File: src/rtl/mem_multi_bank_clr.sv
// mem_multi_bank_clr: NUM_BANKS simple-dual-port RAM banks that share one
// write port and one read port. The read latency is selectable, and a clear
// engine rewrites one bank at a time to DEFAULT_VALUE, one entry per cycle.
// Ports: clk, reset (synchronous, active high).
//   Write port:   wea, banka, addra, dia.
//   Read port:    reb, bankb, addrb -> dob, dob_valid.
//   Clear engine: clear_req, clear_bank -> clear_busy, clear_done.
//   wr_dropped:   pulses when a user write is discarded.
// Option: define MEM_MULTI_BANK_CLR_BYPASS_EN to forward a write to a
//   same-cycle read of the same location. Without it, reads are read-first.
module mem_multi_bank_clr #(
   parameter int DATA_WIDTH    = 8,
   parameter int DEPTH         = 16,
   parameter int NUM_BANKS     = 2,
   parameter int BANK_WIDTH    = $clog2(NUM_BANKS),
   parameter int OUTPUT_DELAY  = 1,
   parameter int DEFAULT_VALUE = 0
) (
   input  logic                     clk,
   input  logic                     reset,
   input  logic                     wea,
   input  logic [BANK_WIDTH-1:0]    banka,
   input  logic [$clog2(DEPTH)-1:0] addra,
   input  logic [DATA_WIDTH-1:0]    dia,
   input  logic                     reb,
   input  logic [BANK_WIDTH-1:0]    bankb,
   input  logic [$clog2(DEPTH)-1:0] addrb,
   output logic [DATA_WIDTH-1:0]    dob,
   output logic                     dob_valid,
   input  logic                     clear_req,
   input  logic [BANK_WIDTH-1:0]    clear_bank,
   output logic                     clear_busy,
   output logic                     clear_done,
   output logic                     wr_dropped
);

   localparam int AW = $clog2(DEPTH);
   localparam logic [DATA_WIDTH-1:0] DEF = DATA_WIDTH'(DEFAULT_VALUE);
   localparam logic [AW-1:0] LAST = AW'(DEPTH - 1);

   typedef enum logic {S_IDLE, S_CLEAR} state_t;

   state_t                state_q, state_n;
   logic [AW-1:0]         cnt_q, cnt_n;
   logic [BANK_WIDTH-1:0] cbank_q, cbank_n;
   logic                  done_q, done_n;
   logic                  clr_act;

   logic [DATA_WIDTH-1:0] bank_out [NUM_BANKS];

   // ---------------- clear engine: state register ----------------
   always_ff @(posedge clk) begin
      if (reset) begin
         state_q <= S_IDLE;
         cnt_q   <= '0;
         cbank_q <= '0;
         done_q  <= 1'b0;
      end else begin
         state_q <= state_n;
         cnt_q   <= cnt_n;
         cbank_q <= cbank_n;
         done_q  <= done_n;
      end
   end

   // ---------------- clear engine: next state ----------------
   always_comb begin
      state_n = state_q;
      cnt_n   = cnt_q;
      cbank_n = cbank_q;
      done_n  = 1'b0;
      unique case (state_q)
         S_IDLE: begin
            if (clear_req) begin
               state_n = S_CLEAR;
               cnt_n   = '0;
               cbank_n = clear_bank;
            end
         end
         S_CLEAR: begin
            // Terminal test before increment, so cnt never wraps.
            if (cnt_q == LAST) begin
               state_n = S_IDLE;
               cnt_n   = '0;
               done_n  = 1'b1;
            end else begin
               cnt_n = cnt_q + 1'b1;
            end
         end
         default: state_n = S_IDLE;
      endcase
   end

   // ---------------- clear engine: outputs ----------------
   // A reset in a clear cycle blocks that cycle's clear write, so an
   // aborted clear leaves exactly the entries before cnt cleared.
   always_comb begin
      clear_busy = (state_q == S_CLEAR);
      clr_act    = clear_busy && !reset;
      wr_dropped = clr_act && wea && (banka == cbank_q);
      clear_done = done_q;
   end

   // ---------------- banks ----------------
   for (genvar i = 0; i < NUM_BANKS; i++) begin : g_bank
      logic [DATA_WIDTH-1:0] mem [DEPTH] = '{default: DEF};
      logic                  we;
      logic [AW-1:0]         wa;
      logic [DATA_WIDTH-1:0] wd;
      logic                  hit;
      logic [DATA_WIDTH-1:0] rd_val;

      // The clear engine owns the bank while it is being cleared.
      always_comb begin
         we = 1'b0;
         wa = addra;
         wd = dia;
         if (clr_act && (cbank_q == BANK_WIDTH'(i))) begin
            we = 1'b1;
            wa = cnt_q;
            wd = DEF;
         end else if (wea && (banka == BANK_WIDTH'(i))) begin
            we = 1'b1;
         end
      end

      always_ff @(posedge clk) begin
         if (we) mem[wa] <= wd;
      end

`ifdef MEM_MULTI_BANK_CLR_BYPASS_EN
      // wa/wd already describe the effective write, so a dropped
      // user write is never forwarded.
      assign hit = we && (wa == addrb);
`else
      assign hit = 1'b0;
`endif

      assign rd_val = hit ? wd : mem[addrb];

      if (OUTPUT_DELAY > 0) begin : g_q
         logic                  re;
         logic [DATA_WIDTH-1:0] q;
         assign re = reb && (bankb == BANK_WIDTH'(i));
         always_ff @(posedge clk) begin
            if (re) q <= rd_val;
         end
         assign bank_out[i] = q;
      end else begin : g_c
         assign bank_out[i] = rd_val;
      end
   end

   // ---------------- read output pipeline ----------------
   if (OUTPUT_DELAY == 0) begin : g_od0
      assign dob       = bank_out[bankb];
      assign dob_valid = reb;
   end else begin : g_odn
      logic [BANK_WIDTH-1:0] bank_d1;
      logic                  v1;

      always_ff @(posedge clk) begin
         if (reset) v1 <= 1'b0;
         else       v1 <= reb;
         if (reb) bank_d1 <= bankb;
      end

      if (OUTPUT_DELAY == 1) begin : g_od1
         assign dob       = bank_out[bank_d1];
         assign dob_valid = v1;
      end else begin : g_od2
         logic [DATA_WIDTH-1:0] s2;
         logic                  v2;
         always_ff @(posedge clk) begin
            if (reset) v2 <= 1'b0;
            else       v2 <= v1;
            if (v1) s2 <= bank_out[bank_d1];
         end
         assign dob       = s2;
         assign dob_valid = v2;
      end
   end

endmodule

File: config.mk
export PLATFORM = sky130hd
export DESIGN_NAME = mem_multi_bank_clr
export DESIGN_NICKNAME = d
export VERILOG_FILES = /design/src/rtl/mem_multi_bank_clr.sv
export SDC_FILE = /design/constraint.sdc
export NUM_CORES = 1
export LEC_CHECK = 0
export CORE_MARGIN = 8
export CORE_UTILIZATION = 50
export CTS_BUF_LIST = sky130_fd_sc_hd__clkbuf_4 sky130_fd_sc_hd__clkbuf_8 sky130_fd_sc_hd__clkbuf_16
export DETAILED_ROUTE_END_ITERATION = 16
export HOLD_SLACK_MARGIN = 0.06
export PLACE_DENSITY_LB_ADDON = 0.15
export SETUP_SLACK_MARGIN = 0.4
export SLEW_MARGIN = 20
export SYNTH_ARGS = -nofsm -noshare
export SYNTH_HDL_FRONTEND = slang
export SYNTH_SLANG_ARGS = --single-unit
File: constraint.sdc
create_clock -name clk -period 6.2 [get_ports clk]
set_input_delay 0.62 -clock clk [delete_from_list [all_inputs] [get_ports clk]]
set_output_delay 0.62 -clock clk [all_outputs]
set_load 0.1 [all_outputs]
# Word-level counts from Yosys, hierarchy flattened
# Memories as Yosys holds them, arrays and structs flattened. A register that Yosys moved wholly into a read port is not among the register bits.
# Index checks and enable logic that the tools add are counted.
word_totals:
  reg_bits: 9
  ram_bits: 256
  inputBits: 24
  output_inout_bits: 12
  wordCells: 52
  mem_count: 2
memory_table:
  columns: ["memory", "depth", "word_bits", "read_ports", "rd_clocked_by_memory_dff", "write_ports", "line", "source"]
  rows:
  - ["g_bank[0].mem", 16, 8, 1, 1, 1, "106", "logic [DATA_WIDTH-1:0] mem [DEPTH] = '{default: DEF};"]
  - ["g_bank[1].mem", 16, 8, 1, 1, 1, "106", null]
op_classes:
  n_addsub: 1
  order_cmp: 1
  eq_ne: 3
  n_mux: 22
  n_bitwise: 5
  n_reduce_logical: 12
ops:
  columns: ["op", "n"]
  rows:
  - ["8-bit 2-to-1 mux", 5]
  - ["4-bit 2-to-1 mux", 4]
  - ["1-bit 2-to-1 mux", 11]
  - ["1-bit logical AND", 9]
  - ["4-bit case mux with 2 select lines", 1]
  - ["4-bit by 1-bit adder with 4-bit output, second input constant", 1]
  - ["4-bit equality test, second input constant", 1]
  - ["1-bit inverter", 4]
  - ["2-bit greater-or-equal comparator, second input constant", 1]
  - ["2-bit != test, second input constant", 1]
  - ["1-bit inverter with 2-bit output", 1]
  - ["1-bit case mux with 2 select lines", 1]
  - ["2-bit AND reduction", 1]
  - ["2-bit OR reduction", 1]
  - ["1-bit equality test", 1]
  - ["1-bit zero test", 1]

# Longest topological paths before layout
logic_depth:
  ltp_word: 6
  mapped_depth: 7
  mapped_depth_nobuf: 4

# Worst setup path after synthesis
# Ideal clock, no wire load.
synth_path:
  kind: "register -> register"
  start: "register state_q, in the netlist clear_busy"
  end: "memory g_bank[0].mem[10][0], enable pin"
  setup_ps: 383
  t_arrival_ps: 2597
  required_time_ps: 5817
  slack_ps: 3219
  path_stages_with_launch: 7
  path_buffers: 2
  period_less_slack_ps: 2981
  path_cell_list: "dfxtp_1 nor3b_2 buf_6 buf_6 mux2i_1 nand2_2 nor3_1"
synth_via:
  elab_chain_cells: 5
  elab_cells_between_ends: 6
  cone_classes: "mux: 4; reduce/logical: 2"
synth_lines:
  columns: ["item", "line", "source"]
  rows:
  - ["start: declaration", "43", "state_t state_q, state_n;"]
  - ["start signal: assignment", "59", "state_q <= state_n;"]
  - ["1-bit logical AND *", "99", "clr_act = clear_busy && !reset;"]
  - ["1-bit logical AND *", "118", "if (clr_act && (cbank_q == BANK_WIDTH'(i))) begin"]
  - ["1-bit 2-to-1 mux", "118", null]
  - ["1-bit 2-to-1 mux", "128", "if (we) mem[wa] <= wd;"]
  - ["1-bit 2-to-1 mux (implied by the code)", "128", null]
  - ["end: declaration", "106", null]
# Mark *: on every way between the ends. The rest lies on a longest branch, timed or not.

# Worst setup path in the final report
layout_path:
  start: "input port reset"
  end: "memory g_bank[0].mem[8][5], enable pin"
layout_via:
  elab_chain_cells: 6
  elab_cells_between_ends: 7
  cone_classes: "mux: 4; reduce/logical: 3"
layout_lines:
  columns: ["item", "line", "source"]
  rows:
  - ["start: declaration", "20", "input logic reset,"]
  - ["1-bit zero test *", "99", null]
  - ["1-bit logical AND *", "99", null]
  - ["1-bit logical AND *", "118", null]
  - ["1-bit 2-to-1 mux", "118", null]
  - ["1-bit 2-to-1 mux", "128", null]
  - ["1-bit 2-to-1 mux (implied by the code)", "128", null]
# Marks and branches as above.

==> run metrics <==
run status finished clean; origin of the worst setup path reset; Post-Synthesis Cells 549; commonest non-fill, non-tap cell in the layout sky130_fd_sc_hd__edfxtp_1; TritonCTS buffer count 28; signal arrival time at the worst endpoint 3520 ps; least setup slack across all paths after layout 2830 ps; Cell Rows 54; starting density of the core 50.9%; Skew-Pair Late Insertion Delay 540 ps; gpl congestion 0.819; combinational power share 6.8%; Worst-Margin Slew 1080 ps; unrepaired setup endpoints after global routing no; portion of total power attributed to the clock network 39.5%; multiplexer fraction of the synthesized cell area 15.4%; leakage power of the design 4.07 nW; share of the synthesized area in compound gates (AO/OA/AOI/OAI) 2.65%; average size of a mapped cell 20.3 µm²; via total after detailed routing 5262; number of buffers inserted to repair setup after CTS 0; sequential cell area in the final layout 0.00836 mm²; root buffer selected by CTS sky130_fd_sc_hd__clkbuf_16; post-synthesis instance area 0.0112 mm²; wire length after detailed routing 22600 µm; post-synthesis async set-or-reset flop share 0%; final setup fails 0; worst reg2reg path startpoint clear_busy; largest family of logic cells by synthesized area multiplexers; EDFF count, synth 273; Final Skew 14.9 ps; Layout fillers 1620; area occupied by multi-input gates 0.00261 mm²; die boundary height 165 µm; number of global-route vias before repair 5450; first-pass GRT wire length 33900 µm; sequential fraction of design power 53.7%; cell area after layout 0.0126 mm²; hold wc startpoint cnt_q[0]; reg-to-reg critical path endpoint g_bank[0].mem[8][5]; hold-fix buffers at CTS 0; switching power share of the total 21.9%; ratio of routed vias to standard cells 5.86; Placement Cell Area 0.0117 mm²; clock transition at the register clock pins on the worst setup and hold paths after CTS 60 ps; post-synthesis sequential area ratio 74.9%; maximum ir drop on the vdd rail 0.214 mV; count of clock tree sinks 281; flip-flop and latch count after synthesis 281; largest net degree at the start of global routing 44; horizontal die dimension 165 µm; die area 0.0273 mm²; post-synthesis cell type with the largest combined area sky130_fd_sc_hd__edfxtp_1; routed length per placed instance 25.2 µm; Req. time, crit path 6350 ps; number of instances in the placed design 846; # diodes 0; Critical Path Start Type input pin; crit share post-route 54.4%; I/O pin count 36; Core Footprint 0.0219 mm²; Synth Area in Simple Gates 4.87%; most used cells in the layout excluding fill and tap cells 273 x sky130_fd_sc_hd__edfxtp_1, 54 x sky130_fd_sc_hd__mux4_2, 33 x sky130_fd_sc_hd__clkdlybuf4s50_1, 32 x sky130_fd_sc_hd__a22oi_1, 30 x sky130_fd_sc_hd__nor2_1; Pwr Total 3.97 mW; number of hold-slack violations in the final timing report 0; cell internal power dissipation 3.10 mW; area growth from synthesis to final layout 13.1%; main area contributors after synthesis sky130_fd_sc_hd__edfxtp_1 74%, sky130_fd_sc_hd__mux4_2 11%, sky130_fd_sc_hd__mux4_1 2.4%; filler-free cell count of the finished design 898; Critical path destination g_bank[0].mem[8][5]; power density over the cells 315 mW/mm²; Mapped Nets 574; Worst Path Max Fanout 17; fraction of final layout cells sized beyond drive strength 1 21.8%; worst setup path category input pin to flip-flop; post-layout net count 621; antenna violations before repair 0; count of synthesis-stage warnings from yosys 0; XOR/XNOR share of the synthesized area 0.0785%; area fraction of the dominant cell type after synthesis 73.5%; final routed DRC violation total 0; max-slew violations 0; Adder-Cell Fraction of Synth Area 0.112%; iteration-0 DRC count of the detailed router 456; TritonCTS clock tree built; CP Capture Type flip-flop; Worst Hold Margin 606 ps; worst min-delay path category flip-flop to flip-flop; worst-case register-to-register setup slack 2910 ps; post-layout util 57.6%; worst relative slew slack 27.5%; number of distinct standard cells referenced by the synthesized netlist 39; Routed Antenna Nets 0; flip-flop cell with the highest count after synthesis sky130_fd_sc_hd__edfxtp_1; minimum setup slack after placement 1970 ps; port buffer count 35; path depth of the worst reg2reg path 4; DPL Wire Length 14800 µm; 1st-pass router iterations 5; Overall Global Routing Usage 16.8%; CTS HTree Levels 1; post-route minimum period 3370 ps; Psw 0.869 mW; Post-Route Setup TNS 0 ps; Max Clk Rate 296 MHz; total grt overflow 0; deepest clock path buffer count 3; Resized Gates After CTS 0; MaxCap Viol Count 0
[synth_stat cells (7+ instances only)]
cell type,instances
sky130_fd_sc_hd__a22oi_1,32
sky130_fd_sc_hd__and2_1,10
sky130_fd_sc_hd__dfxtp_1,8
sky130_fd_sc_hd__edfxtp_1,273
sky130_fd_sc_hd__mux2_2,11
sky130_fd_sc_hd__mux2i_1,10
sky130_fd_sc_hd__mux4_1,10
sky130_fd_sc_hd__mux4_2,54
sky130_fd_sc_hd__nand2_1,25
sky130_fd_sc_hd__nor2_1,30
sky130_fd_sc_hd__nor2b_1,14
sky130_fd_sc_hd__nor3_1,7
[metal layers]
layer  track usage [%]  vias up  part of all wire, %
li1                  -     2351                    -
met1              25.1     2731                   46
met2              25.8      161                   47
met3              2.63       19                  5.9
met4              3.73        0                  1.1
met5                 0        -                    0
[layout make-up]
type	instances	area share, %
Clock buffer	31	5.73
Clock inverter	21	1.15
Inverter	3	0.0893
Multi-Input combinational cell	237	20.7
Sequential cell	281	66.3
Tap cell	280	2.78
Timing Repair Buffer	45	3.31
[critical path, cell delays in order]
cell	delay, ps
sky130_fd_sc_hd__clkdlybuf4s50_1	630
sky130_fd_sc_hd__nor3b_4	790
sky130_fd_sc_hd__mux2i_1	390
sky130_fd_sc_hd__nand2_1	190
sky130_fd_sc_hd__nor3_1	890
[power groups by stage]
stage	Sequential [mW]	Clock (mW)	Combinational, mW
6_report	2.13	1.57	0.271
3_3_place_gp	2.17	0	0.266
5_1_grt	2.13	1.67	0.290
3_5_place_dp	2.17	0	0.271
2_1_floorplan	2.17	0	0.181
4_1_cts	2.13	1.60	0.272
[logic make-up (layout without fill, tap and decap cells)]
kind of cell | count (synthesis) | after routing
muxes | 86 | 86
buffers and inverters | 31 | 100
adders and majority gates | 1 | 1
AOI/OAI and AO/OA | 41 | 41
and+or+nand+nor | 108 | 108
DFF | 281 | 281
xor gates and xnor gates | 1 | 1
[flip-flops by register name (all words and copies together), names as in the netlist]
signal / flops
g_bank.mem: 256
dob_valid: 1
g_odn.bank_d1: 1
cnt_q: 4
clear_done: 1
cbank_q: 1
g_bank.g_q.q: 16
clear_busy: 1
[worst min path at each step]
stage / to / slack, ps / cells after the start
floorplan: cnt_q[0] / 500 / 2
CTS: cbank_q / 580 / 2
global placement: cbank_q / 570 / 2
finish: cnt_q[0] / 610 / 2
detailed placement: cbank_q / 570 / 2
global route: cnt_q[0] / 620 / 2
(Power assumes the default switching activity.)
